**config.mk**
```make
export PLATFORM = sky130hd
export DESIGN_NAME = fetch_controller
export DESIGN_NICKNAME = d
export VERILOG_FILES = /design/src/rtl/fetch_controller_pkg.sv /design/src/rtl/fetch_controller_if_id_reg.sv /design/src/rtl/fetch_controller.sv
export SDC_FILE = /design/constraint.sdc
export NUM_CORES = 1
export LEC_CHECK = 0
export CORE_MARGIN = 2
export CORE_UTILIZATION = 30
export DETAILED_ROUTE_END_ITERATION = 12
export PLACE_DENSITY = 0.56
export SLEW_MARGIN = 30
export SYNTH_ARGS = -nofsm -noshare
export SYNTH_HDL_FRONTEND = slang
export SYNTH_HIERARCHICAL = 1
export SYNTH_SLANG_ARGS = --single-unit
```
**constraint.sdc**
```tcl
create_clock -name clk -period 3 [get_ports clk]
set_input_delay 0.6 -clock clk [delete_from_list [all_inputs] [get_ports clk]]
set_output_delay 0.6 -clock clk [all_outputs]
set_load 0.02 [all_outputs]
```
**src/rtl/fetch_controller_pkg.sv**
```systemverilog
// Shared state encoding, default parameters and address helpers for the
// instruction fetch stage.
package fetch_controller_pkg;

    typedef enum logic [1:0] {
        RESET_HOLD = 2'b00,
        FETCH      = 2'b01,
        STALLED    = 2'b10,
        HALT       = 2'b11
    } fetch_state_t;

    localparam logic [31:0] DEFAULT_RESET_PC   = 32'h0000_0000;
    localparam logic [31:0] DEFAULT_HALT_WORD  = 32'hFFFF_FFFF;
    localparam int unsigned DEFAULT_IMEM_WORDS = 1024;
    localparam logic [31:0] PC_STEP            = 32'd4;

    // True when the word index of a byte address lies beyond the memory depth.
    function automatic logic word_out_of_range(input logic [31:0] addr,
                                               input int unsigned words);
        return {2'b00, addr[31:2]} >= 32'(words);
    endfunction

    function automatic logic [31:0] align_word(input logic [31:0] addr);
        return {addr[31:2], 2'b00};
    endfunction

endpackage

```
**src/rtl/fetch_controller_if_id_reg.sv**
```systemverilog
// IF/ID pipeline register with hold enable and a synchronous squash that
// takes priority over the load.
module if_id_reg (
    input  logic        clk,
    input  logic        rst_n,
    input  logic        enable,
    input  logic        clear,
    input  logic [31:0] d_instruction,
    input  logic [31:0] d_pcplus4,
    input  logic        d_valid,
    output logic [31:0] instruction,
    output logic [31:0] pcplus4,
    output logic        valid
);

    always_ff @(posedge clk or negedge rst_n) begin
        if (!rst_n) begin
            instruction <= 32'h0;
            pcplus4     <= 32'h0;
            valid       <= 1'b0;
        end else if (clear) begin
            instruction <= 32'h0;
            pcplus4     <= 32'h0;
            valid       <= 1'b0;
        end else if (enable) begin
            instruction <= d_instruction;
            pcplus4     <= d_pcplus4;
            valid       <= d_valid;
        end
    end

endmodule

```
**src/rtl/fetch_controller.sv**
```systemverilog
// Instruction fetch stage: PC register, fetch FSM, address checking and the
// fetch counter, feeding the IF/ID register.
module fetch_controller
    import fetch_controller_pkg::*;
#(
    parameter logic [31:0] RESET_PC   = DEFAULT_RESET_PC,
    parameter logic [31:0] HALT_WORD  = DEFAULT_HALT_WORD,
    parameter int unsigned IMEM_WORDS = DEFAULT_IMEM_WORDS
) (
    input  logic        clk,
    input  logic        rst_n,
    input  logic        stall,
    input  logic        redirect,
    input  logic [31:0] redirect_target,
    output logic [31:0] imem_address,
    input  logic [31:0] imem_instruction,
    output logic [31:0] ifid_instruction,
    output logic [31:0] ifid_pcplus4,
    output logic        ifid_valid,
    output logic        halted,
    output logic        addr_error,
    output logic [31:0] fetch_count
);

    fetch_state_t state;
    logic [31:0]  pc;
    logic [31:0]  pc_plus4;
    logic         is_halt_word;
    logic         take_redirect;
    logic         advance;

    assign pc_plus4     = pc + PC_STEP;
    assign imem_address = pc;
    assign is_halt_word = (imem_instruction == HALT_WORD);

    // The hold cycle after reset ignores redirects; a stalled fetch resumes on
    // the same edge stall drops, so decode never sees a duplicated word.
    always_comb begin
        take_redirect = redirect && (state != RESET_HOLD);
        advance       = !take_redirect && !stall &&
                        ((state == FETCH) || (state == STALLED));
    end

    always_ff @(posedge clk or negedge rst_n) begin
        if (!rst_n) begin
            state       <= RESET_HOLD;
            pc          <= RESET_PC;
            halted      <= 1'b0;
            addr_error  <= 1'b0;
            fetch_count <= 32'h0;
        end else if (take_redirect) begin
            state  <= FETCH;
            pc     <= align_word(redirect_target);
            halted <= 1'b0;
            if (redirect_target[1:0] != 2'b00) begin
                addr_error <= 1'b1;
            end
        end else if (advance) begin
            if (word_out_of_range(pc, IMEM_WORDS)) begin
                addr_error <= 1'b1;
            end
            if (is_halt_word) begin
                state  <= HALT;
                halted <= 1'b1;
            end else begin
                state       <= FETCH;
                pc          <= pc_plus4;
                fetch_count <= fetch_count + 32'd1;
            end
        end else begin
            case (state)
                RESET_HOLD:     state <= FETCH;
                FETCH, STALLED: state <= STALLED;
                HALT:           state <= HALT;
                default:        state <= RESET_HOLD;
            endcase
        end
    end

    if_id_reg u_if_id_reg (
        .clk           (clk),
        .rst_n         (rst_n),
        .enable        (advance),
        .clear         (take_redirect),
        .d_instruction (imem_instruction),
        .d_pcplus4     (pc_plus4),
        .d_valid       (!is_halt_word),
        .instruction   (ifid_instruction),
        .pcplus4       (ifid_pcplus4),
        .valid         (ifid_valid)
    );

endmodule
```
# Word-level counts from Yosys, hierarchy flattened
# Index checks and enable logic that the tools add are counted.
op_classes:
  n_eq_ne: 6
  n_addsub: 2
  order_cmp: 1
  bitwise_logic: 2
  n_reduce_logical: 18
  muxes: 20
ops:
  columns: ["op", "n"]
  rows:
  - ["$mux W32", 7]
  - ["$add A32 B1 Y32 const B", 1]
  - ["$add A32 B3 Y32 const B", 1]
  - ["$eq A32 B32 Y1 const B", 1]
  - ["$ge A30 B11 Y1 const B", 1]
  - ["$reduce_bool A2 Y1", 5]
  - ["$mux W1", 9]
  - ["$mux W2", 3]
  - ["$pmux W2 S3", 1]
  - ["$reduce_and A3 Y1", 2]
  - ["$eq A2 B2 Y1 const B", 2]
  - ["$ne A2 B1 Y1 const B", 2]
  - ["$reduce_and A2 Y1", 2]
  - ["$logic_and A1 B1 Y1", 3]
  - ["$logic_not A1 Y1", 3]
  - ["$eq A2 B1 Y1 const B", 1]
  - ["$logic_not A2 Y1", 1]
  - ["$not A1 Y1", 2]
  - ["$reduce_or A2 Y1", 1]
  - ["$logic_or A1 B1 Y1", 1]
word_totals:
  inputBits: 68
  out_inout_bits: 131
  elab_cells: 57
  regBits: 133

# Logic depth before layout (Yosys ltp)
# Gate-level depths: netlist of the first run.
logic_depth:
  depth_word: 7
  depth_mapped: 10

# Modules after synthesis
# The synthesis of the first run kept the hierarchy.
modules_own_cells:
  columns: ["module", "n_inst", "area_per_inst_um2", "cells_per_inst"]
  rows:
  - ["fetch_controller", 1, 3958.8, 406]
  - ["if_id_reg", 1, 2667.6, 209]

# Least setup slack after synthesis of the first run
# OpenSTA, ideal clock, no wires.
synth_path:
  kind: "input to register"
  startpoint: "in imem_instruction[15]"
  endpoint: "reg pc[15] (netlist: imem_address[15])"
  path_slack_ns: 0.799
  arrival_time_ns: 2.048
  cell_stages: 8
  path_cell_list: "nand4_1 -> nor4_2 -> and2_1 -> buf_6 -> inv_4 -> buf_8 -> a311oi_1 -> a311oi_1"
synth_via:
  elab_chain_cells: 3
synth_rtl:
  columns: ["item", "line", "text"]
  rows:
  - ["start: declaration", "fetch_controller.sv:16", "input logic [31:0] imem_instruction,"]
  - ["$eq A32 B32 Y1", "fetch_controller.sv:34", "assign is_halt_word = (imem_instruction == HALT_WORD);"]
  - ["$ne A2 B1 Y1 (no line)", null, null]
  - ["$reduce_and A2 Y1 (no line)", null, null]
  - ["end signal: assignment", "fetch_controller.sv:53", "pc <= align_word(redirect_target);"]
  - ["end signal: assignment", "fetch_controller.sv:67", "pc <= pc_plus4;"]
  - ["end: declaration", "fetch_controller.sv:26", "logic [31:0] pc;"]
# No other way between the ends.
# A chain may end at the register's enable or synchronous reset.

# Worst setup path in the final report of the first run
layout_path:
  startpoint: "reg state[1]"
  endpoint: "reg pc[24] (netlist: imem_address[24])"
layout_via:
  elab_chain_cells: 7
  word_cells_on_any_way: 12
  cone_classes: "3 x eq/ne; 1 x mux; 8 x reduce/logical"
layout_rtl:
  columns: ["item", "line", "text"]
  rows:
  - ["start: declaration", "fetch_controller.sv:25", "fetch_state_t state;"]
  - ["start signal: assignment", "fetch_controller.sv:46", "state <= RESET_HOLD;"]
  - ["start signal: assignment", "fetch_controller.sv:52", "state <= FETCH;"]
  - ["start signal: assignment", "fetch_controller.sv:63", "state <= HALT;"]
  - ["$reduce_bool A2 Y1", "fetch_controller.sv:39", "take_redirect = redirect && (state != RESET_HOLD);"]
  - ["$logic_and A1 B1 Y1", "fetch_controller.sv:39", null]
  - ["$logic_not A1 Y1", "fetch_controller.sv:40", "advance = !take_redirect && !stall &&"]
  - ["$logic_and A1 B1 Y1 (2 in series)", "fetch_controller.sv:40", null]
  - ["$reduce_bool A2 Y1 (no line)", null, null]
  - ["$reduce_and A2 Y1 (no line)", null, null]
# Parallel ways exist; a longest one is shown, timed or not.

==> flow_metrics.py, run 1 <==
metrics = {
    "logic_synthesis": {
        "ys_warn_count": 6,
        "netlist_area_sq_um": 6626,
        "async_flop_share_pct": 100.0,
        "synth.avg_cell_area_sq_um": 10.77,
        "ys_seq_area_share_pct": 49.47,
        "synth.most_common_cell": "dfrtp_1",
        "netlist_instances": 615,
        "synth_area_leader_cell": "dfrtp_1",
        "ys_types": 64,
        "synth_area_leaders": "dfrtp_1 (49%), mux2i_1 (9.8%), xnor2_1 (6.5%), nor2_1 (5.0%), nand4_1 (2.7%)",
        "synth.ff_latch_count": 131,
        "ys.flop_type": "dfrtp_1",
        "synthTopCellsByCount": "dfrtp_1 (131), nor2_1 (88), mux2i_1 (65)",
        "synth_top_area_share_pct": 49.47,
        "synth_edf_count": 0,
    },
    "die": {
        "top_level_ports": 199,
        "initial_utilization_pct": 30.46,
        "placementRows": 54,
        "die_area_sq_um": 23290,
        "die_w_um": 152.6,
        "fp.coreArea_sq_um": 21760,
        "fp.dieH_um": 152.6,
    },
    "clock_network": {
        "ctsRootBufferMaster": "clkbuf_16",
        "cts_tree": "yes",
        "cts_resized": 0,
        "clk_pin_slew_worst_paths_ps": 60,
        "h-tree-depth": 4,
        "cts_sinks": 131,
        "cts_setup_buffers": 0,
        "numCtsBuffers": 17,
        "max-clock-path-buffers": 2,
        "insertion_delay_ps": 420,
        "ctsHoldBuffers": 0,
    },
    "worst_setup_path": {
        "worstPathArrival_ps": 2890,
        "start_kind": "flop",
        "cp_data_required_time_ps": 3300,
        "end_kind": "flop",
        "critPathKind": "reg2reg",
        "critPathMaxFanout": 15,
    },
    "detailed_routing": {
        "vias": 5402,
        "postRouteAntennaNets": 0,
        "drcViolationCount": 0,
        "dr.pass1.iters": 4,
        "drtIter0Drc": 307,
        "wl_per_cell_um": 17.92,
        "vias_per_cell": 4.893,
        "drt-total-wl_um": 19790,
    },
    "power_and_ir_drop": {
        "power_density_nw_per_um2": 657.1,
        "ir_drop_uv": 433.8,
        "p_leak_nw": 3.877,
        "finalPower_mw": 6.175,
    },
    "timing": {
        "fmax_mhz": 385.8,
        "finalCritPeriodShare_pct": 86.40,
        "slew_headroom_pct": 37.68,
        "finalSetupViolCount": 0,
        "worst_pin_slew_ps": 933.1,
        "period_needed_ps": 2592,
        "rsz0062_at_grt": "false",
        "clock_skew_ps": 20.14,
        "drv_slew": 0,
        "fin_setup_tns_ps": 0,
        "hold_viol_final": 0,
    },
    "run_status": {
        "status": "finished clean",
    },
    "global_route": {
        "grt_overflow": 0,
        "antenna_found_initial": 1,
        "grt_max_degree": 63,
        "grtUsageTotal_pct": 17.27,
        "grt_pass1_wl_um": 32040,
        "grt_pass1_vias": 5584,
    },
    "place": {
        "dp.cells": 1073,
        "gp_congestion": 0.7729,
        "port_buffers": 196,
        "dp_hpwl_um": 14000,
    },
    "finish": {
        "n_fill_cell": 2144,
        "layout.nets": 885,
        "drive_gt1_share_pct": 8.627,
        "area_growth_pct": 41.81,
        "instances_no_fill": 1104,
    },
    "run": {
        "cap_violations": 0,
    },
    "hold_path": {
        "hp-class": "in2async",
    },
}
## worst max-delay path: stages (launching register included)
cell and delay (ps):
dfrtp_1 320, inv_1 60, ha_1 300, nor2b_1 220
nand2_1 190, a21oi_2 710, nor2_1 310, a221o_1 370
## power by group
part	leakage [nW]	switching (mW)	internal, mW	total, mW
combinational	1.89	1.03	0.896	1.92
clock	0.269	0.771	1.17	1.94
sequential	1.72	0.291	2.02	2.31
total	3.88	2.09	4.09	6.17
## cell type report
type                    count  area [sq um]  share of cell area [%]
clock inverters             9         83.83                  0.8921
well taps                 280         350.3                   3.728
inverters                  19         76.32                  0.8123
repair buffers            215          2143                   22.81
flip-flops and latches    131          3278                   34.89
multi-input cells         428          3002                   31.94
diodes                      1         2.502                 0.02663
clock buffers              21         460.4                   4.900
## flip-flops by register name, indices dropped and copies added, names as in the netlist
| name | count |
|---|---|
| fetch_count | 32 |
| u_if_id_reg/pcplus4 | 32 |
| halted | 1 |
| u_if_id_reg/valid | 1 |
| state | 2 |
| u_if_id_reg/instruction | 32 |
| addr_error | 1 |
| imem_address | 30 |
## logic make-up after synthesis
logic type               synth area share, %
AND/OR/NAND/NOR                        17.96
flip-flops                             49.47
AO/OA/AOI/OAI                          8.176
multiplexers                           9.989
XOR/XNOR                               7.930
buffers and inverters                  5.476
adder cells (fa/ha/maj)               0.9441
other                                0.05659
## worst paths after layout
check / startpoint / end / slack, ps / cells after the start
setup / recovery: state[1] / imem_address[24] / 410 / 7
max in group asynchronous: rst_n / fetch_count[28] / 2040 / 2
setup reg to reg: state[1] / imem_address[24] / 410 / 7
min in group clk: addr_error / addr_error / 470 / 1
hold / removal: rst_n / u_if_id_reg/pcplus4[20] / 160 / 1
hold reg to reg: addr_error / addr_error / 470 / 1
## layer usage
| layer | vias up | GRT usage (%) | share of wire, % |
|---|---|---|---|
| met5 | - | 0 | 0 |
| met4 | 0 | 5.688 | 1.3 |
| met3 | 14 | 5.205 | 6.9 |
| met2 | 169 | 26.07 | 46 |
| met1 | 2629 | 23.70 | 46 |
| li1 | 2590 | - | - |
## cells in the final DEF (no fill, tap or decap), types with 4 or more instances in the layout
master and n:
xnor2_1 49, o22ai_1 4, clkdlybuf4s50_1 195, and2_1 9, clkbuf_16 17, inv_1 16, mux2i_1 65, nor4_1 6
a221o_1 5, conb_1 4, ha_1 5, a21oi_1 6, nand4_1 29, dfrtp_1 131, a32oi_1 5, nor2_1 88
xor2_1 11, o311ai_0 5, and3_1 16, a31oi_1 4, nand3_1 21, and4_1 6, clkinv_2 6, nand2_1 30
a311oi_1 10, buf_4 16, a311o_1 5
## metrics by stage
step           hold WS (ps)  setup WS, ps  utilization, %  cell area, sq um
2_1_floorplan         304.4         798.9               -              6638
3_3_place_gp          459.5         52.52           40.68              8850
3_5_place_dp          457.3         25.05           40.68              8850
4_1_cts               191.7         360.8           43.18              9394
5_1_grt               209.4         157.3           43.19              9397
6_report              159.7         408.1           43.19              9397
No activity file was read; power rests on OpenSTA's default activity.
==> run 2: changes to the inputs <==
--- a/config.mk
+++ b/config.mk
@@ -8,6 +8,7 @@
 export CORE_MARGIN = 2
 export CORE_UTILIZATION = 30
 export DETAILED_ROUTE_END_ITERATION = 12
+export GPL_TIMING_DRIVEN = 0
 export PLACE_DENSITY = 0.56
 export SLEW_MARGIN = 30
 export SYNTH_ARGS = -nofsm -noshare
==> flow_metrics.py, run 2 (synthesized netlist as in run 1, its figures left out) <==
metrics = {
    "timing": {
        "fmax_mhz": 360.5,
        "finalSetupViolCount": 0,
        "finalCritPeriodShare_pct": 92.48,
        "period_needed_ps": 2774,
        "hold_viol_final": 0,
        "slew_headroom_pct": 39.17,
        "clock_skew_ps": 8.724,
        "worst_pin_slew_ps": 910.8,
        "drv_slew": 0,
        "fin_hold_ws_ps": 127.7,
        "rsz0062_at_grt": "false",
    },
    "detailed_routing": {
        "wl_per_cell_um": 18.74,
        "vias_per_cell": 4.961,
        "drt-total-wl_um": 21080,
        "dr.pass1.iters": 5,
        "drtIter0Drc": 266,
        "drcViolationCount": 0,
        "vias": 5581,
        "postRouteAntennaNets": 0,
    },
    "finish": {
        "n_fill_cell": 2153,
        "layout.nets": 906,
        "drive_gt1_share_pct": 9.112,
        "design_area_sq_um": 9632,
        "final_common_cell": "clkdlybuf4s50_1",
        "multiInputGateArea_sq_um": 3014,
        "regArea_sq_um": 3278,
        "top_regs": "fetch_count: 32 flops, u_if_id_reg/instruction: 32 flops, u_if_id_reg/pcplus4: 32 flops",
        "n_antenna_cell": 0,
        "final_cell_mix": "clkdlybuf4s50_1 (195), dfrtp_1 (131), nor2_1 (88), mux2i_1 (65), xnor2_1 (49)",
        "area_growth_pct": 45.36,
    },
    "worst_setup_path": {
        "critical_path.startpoint": "imem_instruction[15]",
        "start_kind": "input pin",
        "r2r-start": "state[0]",
        "critPathKind": "in2reg",
        "cp_data_required_time_ps": 3300,
        "worstPathArrival_ps": 3080,
        "end_kind": "flop",
        "critPathMaxFanout": 10,
    },
    "power_and_ir_drop": {
        "p_leak_nw": 4.004,
        "p_sw_mw": 2.181,
        "ir_drop_uv": 432.6,
        "pwr-share-comb_pct": 30.8,
        "power_density_nw_per_um2": 681.8,
        "pwr-share-clk_pct": 34.4,
        "p_seq_share_pct": 34.8,
        "switching_share_pct": 33.22,
        "intPower_mw": 4.385,
    },
    "clock_network": {
        "ctsHoldBuffers": 0,
        "insertion_delay_ps": 420,
        "cts_sinks": 131,
        "ctsRootBufferMaster": "clkbuf_16",
        "clk_pin_slew_worst_paths_ps": 60,
        "max-clock-path-buffers": 2,
        "cts_tree": "yes",
        "cts_setup_buffers": 0,
        "h-tree-depth": 4,
        "numCtsBuffers": 17,
    },
    "run_status": {
        "status": "finished clean",
    },
    "place": {
        "place_area_sq_um": 9000,
        "gp_congestion": 0.7809,
        "dp_hpwl_um": 15130,
        "port_buffers": 196,
    },
    "global_route": {
        "grt_pass1_vias": 5681,
        "antenna_found_initial": 0,
        "grt_overflow": 0,
        "grtUsageTotal_pct": 18.15,
        "grt_max_degree": 67,
        "grt_pass1_wl_um": 33210,
    },
    "die": {
        "die_area_sq_um": 23290,
        "top_level_ports": 199,
        "initial_utilization_pct": 30.46,
        "fp.coreArea_sq_um": 21760,
        "die_w_um": 152.6,
        "placementRows": 54,
        "fp.dieH_um": 152.6,
    },
    "run": {
        "cap_violations": 0,
    },
    "hold_path": {
        "hp-class": "in2async",
    },
}
run 2: through the flow:
step	power (mW)	worst slack [ps]	TNS, ps	utilization [%]	std cells
floorplan	3.383	798.9	0	-	618
global placement	4.325	-4415	-620440	41.14	1094
detailed placement	4.347	-649.2	-35380	41.37	1095
CTS	6.642	52.51	0	44.28	1126
global route	6.903	69.56	0	44.27	1125
finish	6.567	225.7	0	44.27	1125
run 2: power by group through the flow:
stage | Clock (mW) | Sequential, mW | Combinational [mW]
after floorplan | 0 | 2.57 | 0.817
after global placement | 0 | 2.31 | 2.02
after detailed placement | 0 | 2.31 | 2.04
after CTS | 2.31 | 2.29 | 2.04
after global routing | 2.41 | 2.33 | 2.17
final | 2.26 | 2.29 | 2.02
run 2: routing by layer:
metal | part of all wire, % | up-vias | global-route usage, %
li1 | - | 2634 | -
met1 | 46 | 2734 | 24.19
met2 | 46 | 188 | 28.25
met3 | 6.7 | 25 | 5.688
met4 | 1.8 | 0 | 5.644
met5 | 0 | - | 0
run 2: repair_timing:
| item | in CTS | in global routing |
|---|---|---|
| resized for setup | 1 | 1 |
| endpoints found under the setup margin | 50 | 50 |
| hold endpoints to repair | 0 | 0 |
run 2: critical path, cell delays in order:
cell and delay [ps]:
clkdlybuf4s50_1 510, nand4_1 170, nor4_4 710, a21oi_2 350, clkbuf_1 380, a32oi_1 290
nand2_1 70
run 2: worst paths after layout:
check	end	slack, ps	cells after the start
min in group clk	addr_error	480	1
max in group asynchronous	u_if_id_reg/pcplus4[4]	2110	2
hold / removal	u_if_id_reg/pcplus4[20]	130	1
setup reg to reg	u_if_id_reg/instruction[25]	310	9
hold reg to reg	addr_error	480	1
setup / recovery	imem_address[20]	230	7
run 2: layout make-up:
| class | count | share of cell area (%) |
|---|---|---|
| Buffer | 39 | 2.988 |
| Clock inverter | 12 | 1.871 |
| Sequential cell | 131 | 34.03 |
| Clock buffer | 19 | 4.703 |
| Tap cell | 280 | 3.637 |
| Multi-Input combinational cell | 428 | 31.29 |
| Inverter | 19 | 0.7664 |
| Timing Repair Buffer | 197 | 20.71 |
